$ cat config.mk
export PLATFORM = sky130hd
export DESIGN_NAME = cdc_sync_filter
export DESIGN_NICKNAME = d
export VERILOG_FILES = /design/src/rtl/cdc_sync_filter.sv
export SDC_FILE = /design/constraint.sdc
export NUM_CORES = 1
export LEC_CHECK = 0
export CAP_MARGIN = 20
export CORE_ASPECT_RATIO = 0.6
export CORE_MARGIN = 10
export CORE_UTILIZATION = 43
export CTS_BUF_LIST = sky130_fd_sc_hd__clkbuf_8
export CTS_CLUSTER_DIAMETER = 100
export DETAILED_ROUTE_END_ITERATION = 12
export GPL_TIMING_DRIVEN = 0
export HOLD_SLACK_MARGIN = 0.1
export SYNTH_ARGS = -nofsm -noshare
export SYNTH_HDL_FRONTEND = slang
export SYNTH_SLANG_ARGS = --single-unit
$ cat constraint.sdc
create_clock -name clk -period 3.6 [get_ports clk]
set_input_delay 0.72 -clock clk [delete_from_list [all_inputs] [get_ports clk]]
set_output_delay 0.72 -clock clk [all_outputs]
set_load 0.05 [all_outputs]
$ cat src/rtl/cdc_sync_filter.sv
// -----------------------------------------------------------------------------
// cdc_sync_filter
//
// Multi-channel input synchronizer with a per-channel stability filter and
// change strobes. Each channel is brought into the clk domain through a
// SYNC_TIMES flop chain. The synchronized value must then hold for
// STABLE_CYCLES consecutive samples before it is accepted into data_out.
// A one-cycle changed pulse marks every accepted update.
//
// Ports
//   clk          in   1                    single clock, all logic on posedge
//   reset        in   1                    synchronous, active-high
//   data_in      in   CHANNELS*DATA_WIDTH  asynchronous inputs, channel n at
//                                          [n*DATA_WIDTH +: DATA_WIDTH]
//   data_out     out  CHANNELS*DATA_WIDTH  qualified values, registered
//   changed      out  CHANNELS             per-channel 1-cycle update pulse
//   stable       out  CHANNELS             candidate has met STABLE_CYCLES
//   any_changed  out  1                    registered OR of the changed pulses
// -----------------------------------------------------------------------------
module cdc_sync_filter #(
    parameter int                    DATA_WIDTH    = 8,
    parameter int                    CHANNELS      = 4,
    parameter int                    SYNC_TIMES    = 3,
    parameter int                    STABLE_CYCLES = 4,
    parameter logic [DATA_WIDTH-1:0] RESET_VALUE   = '0
) (
    input  logic                           clk,
    input  logic                           reset,
    input  logic [CHANNELS*DATA_WIDTH-1:0] data_in,
    output logic [CHANNELS*DATA_WIDTH-1:0] data_out,
    output logic [CHANNELS-1:0]            changed,
    output logic [CHANNELS-1:0]            stable,
    output logic                           any_changed
);

    // Counter just wide enough to hold STABLE_CYCLES; it saturates there.
    localparam int                CNT_W    = $clog2(STABLE_CYCLES + 1);
    localparam logic [CNT_W-1:0]  CNT_FULL = CNT_W'(STABLE_CYCLES);
    localparam logic [CNT_W-1:0]  CNT_ONE  = CNT_W'(1);

    logic [CHANNELS-1:0] changed_d;
    logic                any_changed_d;
    logic                any_changed_q;

    for (genvar ch = 0; ch < CHANNELS; ch++) begin : g_ch

        logic [DATA_WIDTH-1:0] sync_q [SYNC_TIMES];
        logic [DATA_WIDTH-1:0] sync_d [SYNC_TIMES];
        logic [DATA_WIDTH-1:0] samp;
        logic [DATA_WIDTH-1:0] cand_q;
        logic [DATA_WIDTH-1:0] cand_d;
        logic [DATA_WIDTH-1:0] out_q;
        logic [DATA_WIDTH-1:0] out_d;
        logic [CNT_W-1:0]      cnt_q;
        logic [CNT_W-1:0]      cnt_d;
        logic                  chg_q;
        logic                  chg_d;
        logic                  full;

        // Synchronizer chain: plain shift, first stage samples the async bus.
        always_comb begin
            sync_d[0] = data_in[ch*DATA_WIDTH +: DATA_WIDTH];
            for (int i = 1; i < SYNC_TIMES; i++) begin
                sync_d[i] = sync_q[i-1];
            end
        end

        always_ff @(posedge clk) begin
            if (reset) begin
                for (int i = 0; i < SYNC_TIMES; i++) begin
                    sync_q[i] <= RESET_VALUE;
                end
            end else begin
                for (int i = 0; i < SYNC_TIMES; i++) begin
                    sync_q[i] <= sync_d[i];
                end
            end
        end

        assign samp = sync_q[SYNC_TIMES-1];
        assign full = (cnt_q == CNT_FULL);

        // Stability filter. A new synchronized value restarts the count at 1;
        // an unchanged one counts up and saturates. Acceptance looks at the
        // current (pre-update) candidate and count, so a value is accepted one
        // cycle after its count reaches full.
        always_comb begin
            cand_d = cand_q;
            cnt_d  = cnt_q;
            out_d  = out_q;
            chg_d  = 1'b0;

            if (samp != cand_q) begin
                cand_d = samp;
                cnt_d  = CNT_ONE;
            end else if (cnt_q < CNT_FULL) begin
                cnt_d = cnt_q + CNT_ONE;
            end

            // A candidate equal to the current output (return-to-old) is
            // qualified silently: no update, no pulse.
            if (full && (cand_q != out_q)) begin
                out_d = cand_q;
                chg_d = 1'b1;
            end
        end

        // Reset loads a full count so the reset value reads as stable at once
        // and any half-qualified candidate is thrown away.
        always_ff @(posedge clk) begin
            if (reset) begin
                cand_q <= RESET_VALUE;
                cnt_q  <= CNT_FULL;
                out_q  <= RESET_VALUE;
                chg_q  <= 1'b0;
            end else begin
                cand_q <= cand_d;
                cnt_q  <= cnt_d;
                out_q  <= out_d;
                chg_q  <= chg_d;
            end
        end

        assign data_out[ch*DATA_WIDTH +: DATA_WIDTH] = out_q;
        assign changed[ch]   = chg_q;
        assign stable[ch]    = full;
        assign changed_d[ch] = chg_d;
    end

    // OR of the next-state pulses so the summary lands in the same cycle as
    // the individual changed bits.
    always_comb begin
        any_changed_d = |changed_d;
    end

    always_ff @(posedge clk) begin
        if (reset) begin
            any_changed_q <= 1'b0;
        end else begin
            any_changed_q <= any_changed_d;
        end
    end

    assign any_changed = any_changed_q;

endmodule

==> insert_results.sql <==
INSERT INTO impl_metrics (metric_group, metric, value, unit) VALUES
('die', 'core_area', '13670', 'µm²'),
('critical_path', 'setup.worst_path.class', 'reg2out', ''),
('critical_path', 'worstSetupStartpoint', 'g_ch[0].cnt_q[0]$_SDFFE_PP0P_', ''),
('timing', 'post-route-min-period', '2.825', 'ns'),
('die', 'dieWidth', '172.8', 'µm'),
('cts', 'insertion_delay', '0.43', 'ns'),
('synth', 'synthesis.yosys.warnings', '0', ''),
('cts', 'cts_made_buffers', '17', ''),
('global_route', 'grt_start_max_net_pins', '17', ''),
('synth', 'yosys_register_bits', '177', ''),
('synth', 'synth_edf_count', '0', ''),
('synth', 'synth_top_cell_area_share', '58.83', '%'),
('power', 'power.leakage', '0.003225', 'µW'),
('global_route', 'number_of_global_route_vias_before_repair', '3611', ''),
('critical_path', 'cp_data_arrival_time', '2.11', 'ns'),
('routing', 'drt-vias-per-instance', '4.277', ''),
('die', 'die_height', '111.7', 'µm'),
('run', 'max_cap_viol_count', '0', ''),
('critical_path', 'critical_path.max_fanout', '3', ''),
('synth', 'synthesis.instances', '538', ''),
('cts', 'cts_hold_buffers', '0', ''),
('timing', 'grt_setup_unrepaired', 'false', ''),
('timing', 'fin_worst_skew', '0.01091', 'ns'),
('routing', 'dr.pass1.iters', '4', ''),
('synth', 'yosysUniqueCellTypes', '19', ''),
('power', 'clkPwrFrac', '36.3', '%'),
('routing', 'ant_nets', '0', ''),
('placement', 'dpl_cell_area', '6994', 'µm²'),
('routing', 'post_drt_wl_per_cell', '13.16', 'µm'),
('die', 'start_util', '44.07', '%'),
('synth', 'synth-async-reset-ratio', '0', '%'),
('synth', 'ys_seq_area_share', '58.83', '%'),
('outcome', 'run_status', 'complete, no violations', ''),
('die', 'fp.dieArea', '19300', 'µm²'),
('routing', 'drc_violation_count_after_routing', '0', ''),
('finish', 'area.growth.synth_to_final', '22.89', '%'),
('cts', 'cts_resized', '0', ''),
('cts', 'cts_setup_buffers', '0', ''),
('finish', 'final_cell_area', '7402', 'µm²'),
('timing', 'layout_worst_path_cycle_share', '78.48', '%'),
('critical_path', 'end_kind', 'output port', ''),
('timing', 'worst_pin_slew', '0.6049', 'ns'),
('timing', 'worst_slew_margin_rel', '59.30', '%'),
('routing', 'drt-total-wl', '10980', 'µm'),
('cts', 'clock_tree.buffer_depth', '2', ''),
('routing', 'drt-initial-drc-count', '131', ''),
('global_route', 'grt-ovfl-total', '0', ''),
('finish', 'layout.nets', '672', ''),
('finish', 'drive_gt1_share', '6.854', '%'),
('power', 'share_seq_of_total_power', '54.4', '%'),
('cts', 'clock_edge_transition_at_the_registers_on_the_reported_setup_and_hold_paths', '0.09', 'ns'),
('critical_path', 'critPathLaunchType', 'flip-flop', ''),
('global_route', 'wire_length_of_the_first_global_routing_pass', '17950', 'µm'),
('synth', 'synth_area', '6023', 'µm²'),
('power', 'power-per-cell-area', '512.6', 'nW/µm²'),
('routing', 'vias', '3567', ''),
('critical_path', 'crit-reg2reg-launch', 'g_ch[3].out_q[6]$_SDFFE_PP0P_', ''),
('synth', 'synth_top_cell_by_area', 'sky130_fd_sc_hd__dfxtp_1', ''),
('timing', 'hold_viol_final', '0', ''),
('power', 'swShare', '23.64', '%'),
('cts', 'h_tree_depth_reported_by_cts', '4', ''),
('cts', 'root_buffer', 'sky130_fd_sc_hd__clkbuf_8', ''),
('power', 'switching_power', '896.9', 'µW'),
('hold_path', 'hold_class', 'reg2reg', ''),
('hold_path', 'hold_path_startpoint', 'g_ch[2].sync_q[0][6]$_SDFF_PP0_', ''),
('timing', 'maximum_achievable_frequency', '353.9', 'MHz'),
('placement', 'hpwl', '8381', 'µm'),
('finish', 'insertedDiodeCount', '0', ''),
('synth', 'ys_dominant_reg_cell', 'sky130_fd_sc_hd__dfxtp_1', ''),
('synth', 'synth_top_cells_by_area', 'sky130_fd_sc_hd__dfxtp_1 59%, sky130_fd_sc_hd__nor2b_1 14%, sky130_fd_sc_hd__xor2_1 9.9%', ''),
('power', 'power.combinational.fraction', '9.3', '%');
[logic make-up after synthesis]
| logic type | share of synthesized area (%) |
|---|---|
| adder cells (fa/ha/maj) | 1.662 |
| XOR/XNOR | 9.888 |
| AO/OA/AOI/OAI | 1.413 |
| AND/OR/NAND/NOR | 18.88 |
| buffers and inverters | 3.344 |
| flip-flops | 58.83 |
| multiplexers | 5.983 |
[synth_stat cells (4+ instances only)]
| cell | n |
|---|---|
| sky130_fd_sc_hd__dfxtp_1 | 177 |
| sky130_fd_sc_hd__nor2b_1 | 132 |
| sky130_fd_sc_hd__xor2_1 | 68 |
| sky130_fd_sc_hd__nor2_1 | 37 |
| sky130_fd_sc_hd__mux2i_1 | 36 |
| sky130_fd_sc_hd__clkbuf_1 | 17 |
| sky130_fd_sc_hd__nor4_1 | 16 |
| sky130_fd_sc_hd__buf_4 | 10 |
| sky130_fd_sc_hd__ha_1 | 8 |
| sky130_fd_sc_hd__inv_1 | 8 |
| sky130_fd_sc_hd__a21boi_1 | 4 |
| sky130_fd_sc_hd__a31oi_1 | 4 |
| sky130_fd_sc_hd__and2_1 | 4 |
| sky130_fd_sc_hd__nand2_1 | 4 |
| sky130_fd_sc_hd__nor3_1 | 4 |
| sky130_fd_sc_hd__o21bai_1 | 4 |
[sequential cells by signal (all words and copies together) (netlist names)]
name and cells:
g_ch.cnt_q 12, g_ch.out_q 32, g_ch.chg_q 4, g_ch.sync_q 96, any_changed 1, g_ch.cand_q 32
[routing by layer]
layer  share of wire [%]  up-vias  GRT usage, %  wire, µm
li1                    -     1875             -         -
met1                  50     1628         14.47      5511
met2                  46       55         18.58      5018
met3                 3.4        9         3.644       368
met4                0.73        0         3.947        80
met5                   0        -             0         0
[cell usage in the layout (no fill, tap or decap)]
master                            count
sky130_fd_sc_hd__dfxtp_1            177
sky130_fd_sc_hd__nor2b_1            132
sky130_fd_sc_hd__clkdlybuf4s50_1     73
sky130_fd_sc_hd__xor2_1              68
sky130_fd_sc_hd__nor2_1              37
sky130_fd_sc_hd__mux2i_1             36
sky130_fd_sc_hd__clkbuf_8            18
sky130_fd_sc_hd__clkbuf_1            17
sky130_fd_sc_hd__nor4_1              16
sky130_fd_sc_hd__inv_1               10
sky130_fd_sc_hd__buf_4               10
sky130_fd_sc_hd__ha_1                 8
sky130_fd_sc_hd__and2_1               4
sky130_fd_sc_hd__a21boi_1             4
sky130_fd_sc_hd__a31oi_1              4
sky130_fd_sc_hd__nand2_1              4
sky130_fd_sc_hd__nor3_1               4
sky130_fd_sc_hd__o21bai_1             4
sky130_fd_sc_hd__bufinv_16            3
sky130_fd_sc_hd__clkinvlp_4           3
sky130_fd_sc_hd__inv_6                3
sky130_fd_sc_hd__buf_2                2
sky130_fd_sc_hd__buf_6                2
sky130_fd_sc_hd__nor4_2               1
sky130_fd_sc_hd__clkinv_2             1
sky130_fd_sc_hd__clkinv_4             1
[power groups by stage]
stage,Clock (µW),Sequential (µW),Combinational (µW)
after global routing,1500,2070,385
after floorplan,0,2110,231
after global placement,0,2110,348
after detailed placement,0,2110,355
final,1380,2060,352
after CTS,1420,2060,357
[per-stage QoR]
stage	total power [µW]	worst slack [ns]	cells	util [%]
floorplan	2345	1.890	538	-
global placement	2456	1.264	803	51.18
finish	3794	0.7747	834	54.16
global route	3958	0.6815	834	54.16
detailed placement	2466	1.240	803	51.18
CTS	3842	0.7439	834	54.16
[critical path: stages, from the launching register on]
cell,delay [ns]
sky130_fd_sc_hd__dfxtp_1,0.39
sky130_fd_sc_hd__inv_1,0.06
sky130_fd_sc_hd__ha_1,0.19
sky130_fd_sc_hd__and2_1,0.20
sky130_fd_sc_hd__buf_4,0.14
sky130_fd_sc_hd__clkdlybuf4s50_1,0.69
[layout make-up]
class                           instances  area (µm²)
Buffer                                 31       171.4
Clock buffer                           18       247.7
Clock inverter                         13       160.2
Fill cell                            1215        6265
Inverter                                8       30.03
Multi-Input combinational cell        322        2278
Sequential cell                       177        3543
Tap cell                              192       240.2
Timing Repair Buffer                   73       730.7
[final timing paths]
path / depth (start not counted) / slack (ns) / end
setup / recovery: 5 / 0.77 / stable[0]
hold / removal: 1 / 0.43 / g_ch[2].sync_q[0][14]$_SDFF_PP0_
setup reg to reg: 6 / 1.99 / any_changed$_SDFF_PP0_
hold reg to reg: 1 / 0.43 / g_ch[2].sync_q[0][14]$_SDFF_PP0_
Note: power is estimated with default switching activity, not from simulation.
